## src/rtl/branch_resolve_unit.sv

```systemverilog
// Execute-stage branch/jump resolver: target and mispredict check, registered PC redirect,
// flush sequencing and a 2-bit saturating branch history table.
module branch_resolve_unit #(
   parameter int unsigned DATA_WIDTH      = 32,
   parameter int unsigned PC_WIDTH        = 20,
   parameter int unsigned PC_OFFSET_WIDTH = 18,
   parameter int unsigned BHT_ENTRIES     = 16,
   parameter int unsigned FLUSH_CYCLES    = 2
) (
   input  logic                       clk,
   input  logic                       rst,
   input  logic                       resolve_valid_in,
   input  logic                       jmp_inst_in,
   input  logic                       jmp_use_r_in,
   input  logic                       branch_inst_in,
   input  logic                       branch_result_in,
   input  logic [PC_WIDTH-1:0]        pc_in,
   input  logic [DATA_WIDTH-1:0]      reg_a_data_in,
   input  logic [DATA_WIDTH-1:0]      reg_b_data_in,
   input  logic [PC_OFFSET_WIDTH-1:0] pc_offset_in,
   input  logic                       pred_taken_in,
   input  logic [PC_WIDTH-1:0]        pred_target_in,
   input  logic [PC_WIDTH-1:0]        lookup_pc_in,
   output logic                       predict_taken_out,
   output logic                       select_new_pc_out,
   output logic [PC_WIDTH-1:0]        pc_out,
   output logic                       flush_out
);

   localparam int unsigned IdxW = $clog2(BHT_ENTRIES);
   localparam int unsigned CntW = ($clog2(FLUSH_CYCLES + 1) > 0) ? $clog2(FLUSH_CYCLES + 1) : 1;

   typedef enum logic [0:0] {StIdle, StFlush} state_e;

   state_e            state_q, state_d;
   logic [CntW-1:0]   cnt_q, cnt_d;
   logic              sel_q;
   logic [PC_WIDTH-1:0] pc_q;
   logic              pred_q;
   logic [1:0]        bht_q [BHT_ENTRIES];

   logic [PC_WIDTH-1:0] branch_target, jump_target, fall_through, target;
   logic                taken, mispredict, accept, redirect, bht_update;
   logic [IdxW-1:0]     upd_idx, lookup_idx;
   logic [1:0]          bht_cur, bht_next;
   logic                unused_bits;

   // Register operands are wider than the PC; only the low bits matter after truncation.
   assign unused_bits = ^{reg_a_data_in, reg_b_data_in, lookup_pc_in};

   always_comb begin
      branch_target = pc_in + {reg_b_data_in[PC_WIDTH-3:0], 2'b00};
      jump_target   = jmp_use_r_in ? reg_a_data_in[PC_WIDTH-1:0]
                                   : PC_WIDTH'({pc_offset_in, 2'b00});
      fall_through  = pc_in + PC_WIDTH'(4);
      target        = jmp_inst_in ? jump_target : branch_target;
      taken         = jmp_inst_in | (branch_inst_in & branch_result_in);
      mispredict    = (taken != pred_taken_in) | (taken & (target != pred_target_in));
      accept        = resolve_valid_in & (state_q == StIdle);
      redirect      = accept & mispredict;
      bht_update    = accept & branch_inst_in & ~jmp_inst_in;
      upd_idx       = pc_in[IdxW+1:2];
      lookup_idx    = lookup_pc_in[IdxW+1:2];
   end

   always_comb begin
      bht_cur  = bht_q[upd_idx];
      bht_next = bht_cur;
      if (branch_result_in) begin
         if (bht_cur != 2'b11) bht_next = bht_cur + 2'b01;
      end else begin
         if (bht_cur != 2'b00) bht_next = bht_cur - 2'b01;
      end
   end

   // Counter is preloaded with FLUSH_CYCLES-1 so the FLUSH state lasts exactly FLUSH_CYCLES.
   always_comb begin
      state_d = state_q;
      cnt_d   = cnt_q;
      unique case (state_q)
         StIdle: begin
            if (redirect) begin
               state_d = StFlush;
               cnt_d   = CntW'(FLUSH_CYCLES - 1);
            end
         end
         StFlush: begin
            if (cnt_q == '0) state_d = StIdle;
            else             cnt_d   = cnt_q - CntW'(1);
         end
         default: state_d = StIdle;
      endcase
   end

   always_ff @(posedge clk) begin
      if (rst) begin
         state_q <= StIdle;
         cnt_q   <= '0;
         sel_q   <= 1'b0;
         pc_q    <= '0;
         pred_q  <= 1'b0;
         for (int i = 0; i < BHT_ENTRIES; i++) bht_q[i] <= 2'b01;
      end else begin
         state_q <= state_d;
         cnt_q   <= cnt_d;
         sel_q   <= redirect;
         if (redirect) pc_q <= taken ? target : fall_through;
         // Read before write: same-index lookup sees the pre-update counter.
         pred_q  <= bht_q[lookup_idx][1];
         if (bht_update) bht_q[upd_idx] <= bht_next;
      end
   end

   assign predict_taken_out = pred_q;
   assign select_new_pc_out = sel_q;
   assign pc_out            = pc_q;
   assign flush_out         = (state_q == StFlush);

endmodule

```

## config.mk

```make
export PLATFORM = sky130hd
export DESIGN_NAME = branch_resolve_unit
export DESIGN_NICKNAME = d
export VERILOG_FILES = /design/src/rtl/branch_resolve_unit.sv
export SDC_FILE = /design/constraint.sdc
export NUM_CORES = 1
export LEC_CHECK = 0
export ABC_AREA = 1
export CAP_MARGIN = 20
export CORE_UTILIZATION = 51
export DETAILED_ROUTE_END_ITERATION = 7
export GPL_TIMING_DRIVEN = 1
export PLACE_DENSITY = 0.83
export RECOVER_POWER = 50
export SLEW_MARGIN = 10
export SYNTH_ARGS = -nofsm -noshare
export SYNTH_HDL_FRONTEND = slang
export SYNTH_SLANG_ARGS = --single-unit
export TNS_END_PERCENT = 10
```

## constraint.sdc

```tcl
create_clock -name clk -period 5.45 [get_ports clk]
set_clock_uncertainty 0.15 [all_clocks]
set_input_delay 0.8175 -clock clk [delete_from_list [all_inputs] [get_ports clk]]
set_output_delay 0.8175 -clock clk [all_outputs]
set_load 0.05 [all_outputs]
```

Word level (Yosys, flattened, before mapping)
Memories as Yosys holds them, arrays and structs flattened. A register that Yosys moved wholly into a read port is not among the register bits. Cells that the tools add are included. Widths: inputs -> output; s select.

Flip-flop bits (word level): 24. Bits in writable memories: 32. Input bits: 150. Output and inout port bits: 23. Word-level logic and storage cells: 49. Memories kept: 1.

$add $sub $neg: 5. Equality and inequality tests: 5. Mux-type cells: 20. Bitwise operators: 10. Reductions and logical operators: 4.

Memory list: bht_q (words 16, bits a word 2, rd ports 2, clocked after Yosys merged registers in 1, wr ports 16, RTL line 40) `logic [1:0] bht_q [BHT_ENTRIES];`.

Operator list (number): $mux 20 (3); $add 20x20->20 (1); $add 20x3->20 const B (1); $ne 20x20->1 (1); $mux 2 (6); $mux 1 (8); $and 1x1->1 (6); $ne 2x2->1 const B (3); $mux 4 (1); $pmux 2 s2 (1); $sub 2x1->2 const B (2); $add 2x1->2 const B (1); $logic_not 2->1 (1); $not 1->1 (2); $or 1x1->1 (2); $pmux 1 s2 (1); $reduce_and 2->1 (1); $reduce_bool 2->1 (1); $reduce_or 2->1 (1); $ne 1x1->1 (1).

Longest topological paths before layout
Gate-level depths: netlist (run 1).

Word-level depth: 9. Mapped depth: 23. Mapped depth without buffers: 22.

Worst setup path before layout (run 1)
No wires, ideal clock.

Kind: in2reg. From: in pc_in[2]. To: reg pc_q[0], in the netlist pc_out[0]. Library setup time: 0.116 ns. Arrival time: 2.815 ns. Required time: 5.184 ns. Slack: 2.369 ns. Stages: 22. Buffers on the path: 1. Cell sequence: ha_1 -> inv_1 -> fa_1 -> inv_1 -> nand3_1 -> nand2_1 -> nand2_1 -> nand2_1 -> nand2_1 -> nand3_2 -> nand2_1 -> nand2_1 -> nand3_1 -> nor2_1 -> nand2_1 -> nor2_1 -> nand4_1 -> nand2_2 -> inv_2 -> buf_6 -> nor2_1 -> nor2_1.

Word-level cells in the longest chain between the ends: 6.

Ends and longest elaborated chain: from (decl) (RTL line 17) `input logic [PC_WIDTH-1:0] pc_in,`; $add 20x20->20 (RTL line 52) `branch_target = pc_in + {reg_b_data_in[PC_WIDTH-3:0], 2'b00};`; $mux 20 (RTL line 56) `target = jmp_inst_in ? jump_target : branch_target;`; $ne 20x20->1 (RTL line 58) `mispredict = (taken != pred_taken_in) | (taken & (target != pred_target_in));`; $and 1x1->1 (RTL line 58); $or 1x1->1 (RTL line 58); $and 1x1->1 (RTL line 60) `redirect = accept & mispredict;`; to (signal assigned) (RTL line 107) `if (redirect) pc_q <= taken ? target : fall_through;`; to (decl) (RTL line 38) `logic [PC_WIDTH-1:0] pc_q;`.

No other way between the ends. A chain may end at the register's enable or synchronous reset.

Final worst setup path (run 1)
From: in pc_in[3]. To: reg pc_q[11], in the netlist pc_out[11].

Word-level cells in the longest chain between the ends: 6. Elaborated cells between the ends (all ways): 8. Those cells by class: add/sub: 2; eq/ne: 1; mux: 2; bitwise: 3.

Ends and longest elaborated chain (RTL line): $add 20x20->20 (52); $mux 20 (56); $ne 20x20->1 (58); $and 1x1->1 (58); $or 1x1->1 (58); $and 1x1->1 (60).

Parallel ways exist; a longest one is shown, timed or not.

==> results of run 1 <==
worst reg2reg max path, stage by stage (launching register included):
cell and delay (ps):
sky130_fd_sc_hd__edfxtp_1 370, sky130_fd_sc_hd__inv_1 110, sky130_fd_sc_hd__a21oi_1 80, sky130_fd_sc_hd__o21ai_0 80
sky130_fd_sc_hd__o21ai_0 130, sky130_fd_sc_hd__nand2_1 100, sky130_fd_sc_hd__nand4_1 100, sky130_fd_sc_hd__or2_2 310
sky130_fd_sc_hd__a21boi_2 610, sky130_fd_sc_hd__nand2_1 130
cell families (layout without fill, tap and decap cells):
group           after synthesis  after routing  share of synthesized area
simple gates                515            515                     0.4139
buf+inv                     153            278                     0.1199
compound gates              113            113                     0.1152
flops                        57             57                     0.2756
fa+ha+maj                    23             23                    0.05569
xor+xnor                     12             12                    0.01982
path summary, 6_finish.rpt:
| kind | slack (ps) | start | to | cells past startpoint |
|---|---|---|---|---|
| max | 1370 | pc_in[3] | pc_out[11] | 21 |
| min | 320 | pc_out[14] | pc_out[14] | 2 |
| max reg2reg | 3000 | bht_q[9][1] | bht_q[4][0] | 9 |
| min reg2reg | 320 | pc_out[14] | pc_out[14] | 2 |
sequential cells by signal (all words and copies together) (netlist names):
| name | flops |
|---|---|
| bht_q | 32 |
| pc_out | 20 |
| cnt_q | 2 |
| flush_out | 1 |
| predict_taken_out | 1 |
| select_new_pc_out | 1 |
through the flow:
stage | util | total power [mW] | setup slack, ps | instances
final | 0.6936 | 1.434 | 1370 | 1131
after global routing | 0.6936 | 1.510 | 1070 | 1131
after CTS | 0.6936 | 1.439 | 1385 | 1131
after detailed placement | 0.6713 | 1.008 | 1147 | 1115
after global placement | 0.6713 | 1.001 | 1182 | 1115
after floorplan | - | 0.8183 | 2369 | 873
report_power, final:
part           internal [mW]  switching (mW)  leakage, nW
clock                  0.269           0.166        0.113
combinational          0.197           0.317         2.62
sequential             0.474          0.0104        0.485
per-layer routing:
layer / wire (um) / up-vias / track usage
met5: 0 / - / 0
met4: 632 / 0 / 0.1316
met3: 1377 / 55 / 0.06203
met2: 7547 / 257 / 0.5390
met1: 6288 / 2557 / 0.3346
li1: - / 3028 / -
synth_stat cells, types with 5 or more instances:
cell,n
sky130_fd_sc_hd__nand3b_1,7
sky130_fd_sc_hd__clkbuf_1,10
sky130_fd_sc_hd__o22ai_1,5
sky130_fd_sc_hd__inv_2,6
sky130_fd_sc_hd__xnor2_1,8
sky130_fd_sc_hd__edfxtp_1,32
sky130_fd_sc_hd__a21oi_1,33
sky130_fd_sc_hd__inv_1,120
sky130_fd_sc_hd__nor2_1,115
sky130_fd_sc_hd__o21ai_0,62
sky130_fd_sc_hd__buf_6,5
sky130_fd_sc_hd__buf_2,7
sky130_fd_sc_hd__dfxtp_1,25
sky130_fd_sc_hd__nand2_2,8
sky130_fd_sc_hd__nand3_1,96
sky130_fd_sc_hd__ha_1,22
sky130_fd_sc_hd__nand2_1,265
final cells by class:
class | instances | area (um2) | area share
clock inverters | 5 | 78.83 | 0.01147
inverters | 126 | 473.0 | 0.06881
clock buffers | 11 | 141.4 | 0.02057
flip-flops and latches | 57 | 1461 | 0.2126
multi-input cells | 663 | 3206 | 0.4664
repair buffers | 136 | 1346 | 0.1959
well taps | 133 | 166.4 | 0.02421
==> results, run 1 <==
- The flow ran to the end, and the final reports show no timing, DRC or antenna violations.
- STA classifies the critical path endpoint as a register.
- The max-slew violation count is 0.
- In this run the worst path has a maximum fanout of 24.
- The kind of critical path is in -> reg.
- The post-route worst hold slack is 317.8 ps.
- The number of hold violations in the final report came to 0.
- The async set or reset register ratio after synthesis is 0.
- The area added between synthesis and finish is 29.61%.
- The first-pass GRT wire length is 25.67 mm.
- After clock tree synthesis, the setup repair step added 0 buffers.
- Of the synthesized area, sequential elements account for 0.2756.
- The initial utilization of the core area, before any placement, comes to 0.5351.
- The net count of the finished layout is 1,166.
- The remaining design rule violation count is 0.
- The clock transition at the register clock pins on the worst setup and hold paths after CTS is 60 ps.
- The post-cts gate resize count is 0.
- The detailed-router iteration count before antenna repair is 5.
- After detailed routing, the number of vias per cell comes to 5.214.
- The master cell of the clock root buffer is sky130_fd_sc_hd__clkbuf_8.
- Summed over all layers, the global routing overflow is 0.
- Traced cell by cell, the critical path runs through clkdlybuf4s50_1, buf_4, inv_1, fa_1, inv_1, nand3_1, nand2_1, nand2_1, nand2_1, nand2_1, nand3_1, nand3_1, nand2_1, nand2_1, nand3_1, nor2_1, nand4_1, nand2_2, inv_2, nand2_1, o21ai_0.
- For the pin with the worst max-slew slack, the measured transition is 1072 ps.
- The residual antenna-violating net count after detailed routing is 0.
- TritonCTS built the clock tree.
- The Yosys step of the flow raised 0 warnings.
- Synthesis inferred 57 register bits.
- At the end of routability-driven placement, the weighted congestion stood at 0.9378.
- The clock tree synthesis step divided the H-tree into 3 levels.
- By instance count, the cell type seen most on the critical path is sky130_fd_sc_hd__nand2_1.
- By area the synthesized netlist is led by sky130_fd_sc_hd__nand2_1 (19%), sky130_fd_sc_hd__edfxtp_1 (18%), sky130_fd_sc_hd__dfxtp_1 (9.4%).
- The number of antenna repair diodes is 0.
- VDD sags by at most 0.0002011 V.
- In this run the static leakage power is 3.220 nW.
- The min-delay analysis places its worst path in the category reg -> reg.
- Adding up every negative setup slack in the final design gives 0 ps.
- The overall routed net length is 15.85 mm.
- The number of fill cells in the layout is 880.
- The CTS buffer count is 9.
- The worst pin sits at a relative slew slack of 0.2845.
- Power spread over the standard cell area amounts to 208.7 mW/mm2.
- The cell class contributing the biggest share of worst-path delay is simple AND/OR/NAND/NOR gates.
- The number of cell rows is 36.
- The source-to-sink clock delay at the later pin of the worst-skew pair is 330 ps.
- Counting distinct cell types in the post-synthesis netlist gives 42.
- The number of nets produced by synthesis is 1,046.
- Counting I/O delays and the setup requirement, the final critical path takes 4080 ps.
- Derived from the worst setup path, the maximum achievable clock frequency is 0.2451 GHz.
- The number of buffers on the longest clock path is 2.
- The post-layout instance area is 0.006873 mm2.
- In this run, the number of DRC markers left after iteration 0 of detailed routing was 337.
- The leading register cell type out of synthesis is sky130_fd_sc_hd__edfxtp_1.
- The final number of setup-violating endpoints is 0.
- The type of element launching the critical path is an input port.
- The biggest area contributor in the post-synthesis netlist is sky130_fd_sc_hd__nand2_1.
- The clock drives 57 sinks.
- The via count of the first global-routing pass came to 5,627.
- The fraction of final layout cells with drive strength greater than 1 is 0.05311.
- The largest net degree at the start of global routing is 35.
- The post-place instance area is 0.006653 mm2.
- The area of the die is 0.01081 mm2.
- The total I/O pin count is 173.
- Dividing the final minimum period by the clock period gives 0.7486.
- In the layout the commonest cells are sky130_fd_sc_hd__nand2_1 (265), sky130_fd_sc_hd__inv_1 (120), sky130_fd_sc_hd__nor2_1 (115).
- The highest-delay cell along the critical path is sky130_fd_sc_hd__clkdlybuf4s50_1.
- The cell area that synthesis handed to floorplanning was 0.005303 mm2.
- The height of the chip is 104.0 um.
- The count of flip-flops with a built-in enable after synthesis is 32.
- The library cell used most frequently in the layout, excluding fill and tap cells, is sky130_fd_sc_hd__nand2_1.
- The biggest cell delay along the critical path is 460 ps.
- At the worst endpoint, the required time is 5540 ps.
- The synthesized netlist cell count is 873.
- Setup repair after global routing left no endpoint under its margin.
- The post-synthesis average cell area is 6.074 um2.
- The critical path contains buffers and inverters numbering 5 combined.
- The number of antenna violations at the first check in global routing is 0.
- The placeable core region is 0.009910 mm2.
- Of the post-synthesis cell area, the dominant cell type holds 0.1876.
- The post-detailed-placement half-perimeter wirelength is 12.45 mm.
- The arrival time at the worst endpoint is 4170 ps.
- The number of max-capacitance violations reported is 0.
- The total global routing track utilization is 0.2977.
- The number of hold buffers added after CTS was 0.
- The die is 104.0 um wide.
- Buffers placed on the I/O ports in this run total 130.
- In the final routed layout, each cell accounts on average for 14.01 um.
- The routed layout has 5,897 vias.
(Power assumes the default switching activity.)
==> run 2: changes to the inputs <==
CORE_UTILIZATION = 43   (was 51)
PLACE_DENSITY = 0.75   (was 0.83)
clock period = 3.4 ns   (was 5.45 ns; I/O delays follow)
==> run 2 against run 1 <==
- critical path depth grew 2
- sequential cell count is the same
- combinational power rose by 85%
- critical path type unchanged
- largest power group unchanged
==> results, run 2 (synthesized netlist as in run 1, its figures left out) <==
- The via density per instance was 5.056 (-3.0%).
- The overall power of the completed layout is 2.660 mW (+85%).
- The H-tree depth is 3 (unchanged).
- The largest net degree at the start of global routing is 27 (-23%).
- The global-route congestion overflow total is 0 (unchanged).
- The height of the chip is 113.0 um (+8.7%).
- The floorplan die width was 113.0 um (+8.7%).
- The detailed-router iteration count before antenna repair is 5 (unchanged).
- The worst-case vdd ir drop is 0.0002613 V (+30%).
- The startpoint identified for the worst hold timing path is pc_out[0].
- The via count of the first global-routing pass was 5,677 (+0.89%).
- The max-slew violation count came to 0 (unchanged).
- The library cell used most frequently in the layout, excluding fill and tap cells, is sky130_fd_sc_hd__nand2_1.
- The weighted congestion reported at the end of routability-driven placement was 0.9137 (-2.6%).
- The count of non-filler cells in the finished layout was 1,207 (+6.7%).
- The first-pass GRT wire length is 26.28 mm (+2.4%).
- The remaining design rule violation count is 0 (unchanged).
- The number of antenna violations at the first check in global routing came to 0 (unchanged).
- The number of hold violations in the final report is 0 (unchanged).
- The kind of capture point of the worst setup path is a register.
- The startpoint identified for the worst register-to-register timing path is bht_q[6][0].
- The worst relative slew slack came to 0.5961 (+0.3115).
- The largest fanout on the critical path was 7 (-71%).
- The most critical setup path has its startpoint at reg_b_data_in[0].
- The total global routing track utilization was 0.2642 (-0.03345).
- The maximum achievable frequency is 0.3099 GHz.
- The share of the clock period used by the worst path after layout is 0.9489.
- The initial core utilization was 0.4415 (-0.09364).
- The average detailed-routed wire length per instance came to 13.94 um (-0.53%).
- The cell class contributing the biggest share of worst-path delay is simple AND/OR/NAND/NOR gates.
- Among the stages of the critical path, the cell type that occurs most often is sky130_fd_sc_hd__nand2_1.
- The number of antenna repair diodes is 0 (unchanged).
- The post-detailed-placement half-perimeter wirelength was 13.24 mm (+6.4%).
- The placeable core region is 0.01201 mm2 (+21%).
- The total via count in the routed design is 6,102 (+3.5%).
- The area of the die was 0.01278 mm2 (+18%).
- The number of max-capacitance violations reported was 0 (unchanged).
- The power density normalized to cell area is 349.5 mW/mm2 (+67%).
- The number of DRC violations after detailed-routing iteration 0 came to 339 (+0.59%).
- The count of buffering cells on the critical path with inverters included is 5 (unchanged).
- The source-to-sink clock delay at the later pin of the worst-skew pair is 330 ps (about the same).
- The transition time at the pin with the least slew margin is 605.3 ps (-466.8 ps).
- TritonCTS built the clock tree.
- The worst setup path is launched from an input port.
- The number of sinks handled by clock tree synthesis is 57 (unchanged).
- Counting flops per register, the top entry is bht_q.
- The residual antenna-violating net count after detailed routing is 0 (unchanged).
- The master cell of the clock root buffer is sky130_fd_sc_hd__clkbuf_16.
- The number of placed cells counting well taps is 1,186 (+6.4%).
- The final number of setup-violating endpoints is 0 (unchanged).
- The fraction of final layout cells with drive strength greater than 1 came to 0.1283 (+0.07520).
- The number of buffers on the longest clock path is 2 (unchanged).
- Leaving out fill and tap cells, the most frequent cells in the layout are sky130_fd_sc_hd__nand2_1 (258), sky130_fd_sc_hd__inv_1 (117), sky130_fd_sc_hd__nor2_1 (113).
- The clock transition at the register clock pins on the worst setup and hold paths after CTS is 50 ps (about the same).
- The worst min-delay path category is reg -> reg.
- Traced cell by cell, the critical path runs through clkdlybuf4s50_1, ha_2, inv_2, fa_2, inv_2, buf_4, nand2_2, nand3_4, nand2_1, nand3_1, nand3_2, nand2_1, nand2_1, nand2_1, nand2_1, nor2_1, nand4_1, nand2_4, buf_6, nand2_2, nand2_1, nand2_1, nor2_1.
- The arrival time at the worst endpoint is 3340 ps (-830 ps).
- The kind of critical path is in -> reg.
- The total I/O pin count came to 173 (unchanged).
- The minimum clock period after layout is 3226 ps.
- The run finished with clean final reports.
- The number of buffers inserted by port buffering is 130 (unchanged).
- The area added between synthesis and finish is 43.53%.
- The number of cell rows is 40 (+11%).
- The count of hold-fix buffers inserted at cts is 0 (unchanged).
- The overall routed net length is 16.82 mm (+6.2%).
- The number of flip-flops in the largest register came to 32 (unchanged).
- The CTS buffer count is 9 (unchanged).
- The net count of the finished layout is 1,228 (+5.3%).
- The highest-delay cell along the critical path is sky130_fd_sc_hd__clkdlybuf4s50_1.
- The biggest cell delay along the critical path is 460 ps (about the same).
- The reported leakage power is 3.604 nW (+12%).
- The data required time of the critical path is 3520 ps (-2020 ps).
run 2: final timing paths:
kind                                      to  slack (ps)  cells after the start
worst max-delay path                cnt_q[0]         170                     23
worst min-delay path               pc_out[0]         310                      2
worst max register to register  bht_q[13][1]        1290                      8
worst min register to register     pc_out[0]         310                      2
run 2: timing repair:
item	in CTS	in global routing
resized for setup	2	36
buffers inserted	0	4
cloned	0	1
endpoints found under the setup margin	1	24
pin swaps	0	22
run 2: final cells by class:
cell class,count,area [um2]
well taps,147,183.9
inverters,126,478.0
fillers,1115,4400
flip-flops and latches,57,1461
multi-input cells,663,3309
repair buffers,198,1864
clock buffers,16,314.1
run 2: per-stage QoR:
stage	setup TNS, ps	instance area (um2)	hold slack, ps	utilization	setup slack [ps]
floorplan	0	5303	323.5	-	626.4
global placement	-5296	7123	313.9	0.5930	-250.7
detailed placement	-7133	7123	312.5	0.5930	-374.9
CTS	0	7443	324.6	0.6197	17.30
global route	-52.22	7611	340.0	0.6336	-36.45
finish	0	7611	314.1	0.6336	173.6
run 2: report_power, final:
| group | total (mW) | switching [mW] | leakage [nW] | internal (mW) |
|---|---|---|---|---|
| combinational | 0.954 | 0.544 | 2.96 | 0.410 |
| clock | 0.927 | 0.304 | 0.153 | 0.622 |
| sequential | 0.779 | 0.0171 | 0.485 | 0.762 |
| total | 2.66 | 0.866 | 3.60 | 1.79 |
run 2: worst register-to-register path: stages, from the launching register on:
cell	delay, ps
sky130_fd_sc_hd__edfxtp_1	370
sky130_fd_sc_hd__o21ai_0	190
sky130_fd_sc_hd__o22ai_1	120
sky130_fd_sc_hd__a22o_1	230
sky130_fd_sc_hd__a221oi_1	390
sky130_fd_sc_hd__nand2_1	90
sky130_fd_sc_hd__nand2_1	140
sky130_fd_sc_hd__buf_12	150
sky130_fd_sc_hd__nor2_1	40
run 2: layer usage:
metal	wire, um	vias to the layer above	global-route usage
met4	452	0	0.1114
met3	1230	25	0.05731
met5	0	-	0
li1	-	3165	-
met1	6902	2684	0.3054
met2	8235	228	0.4708
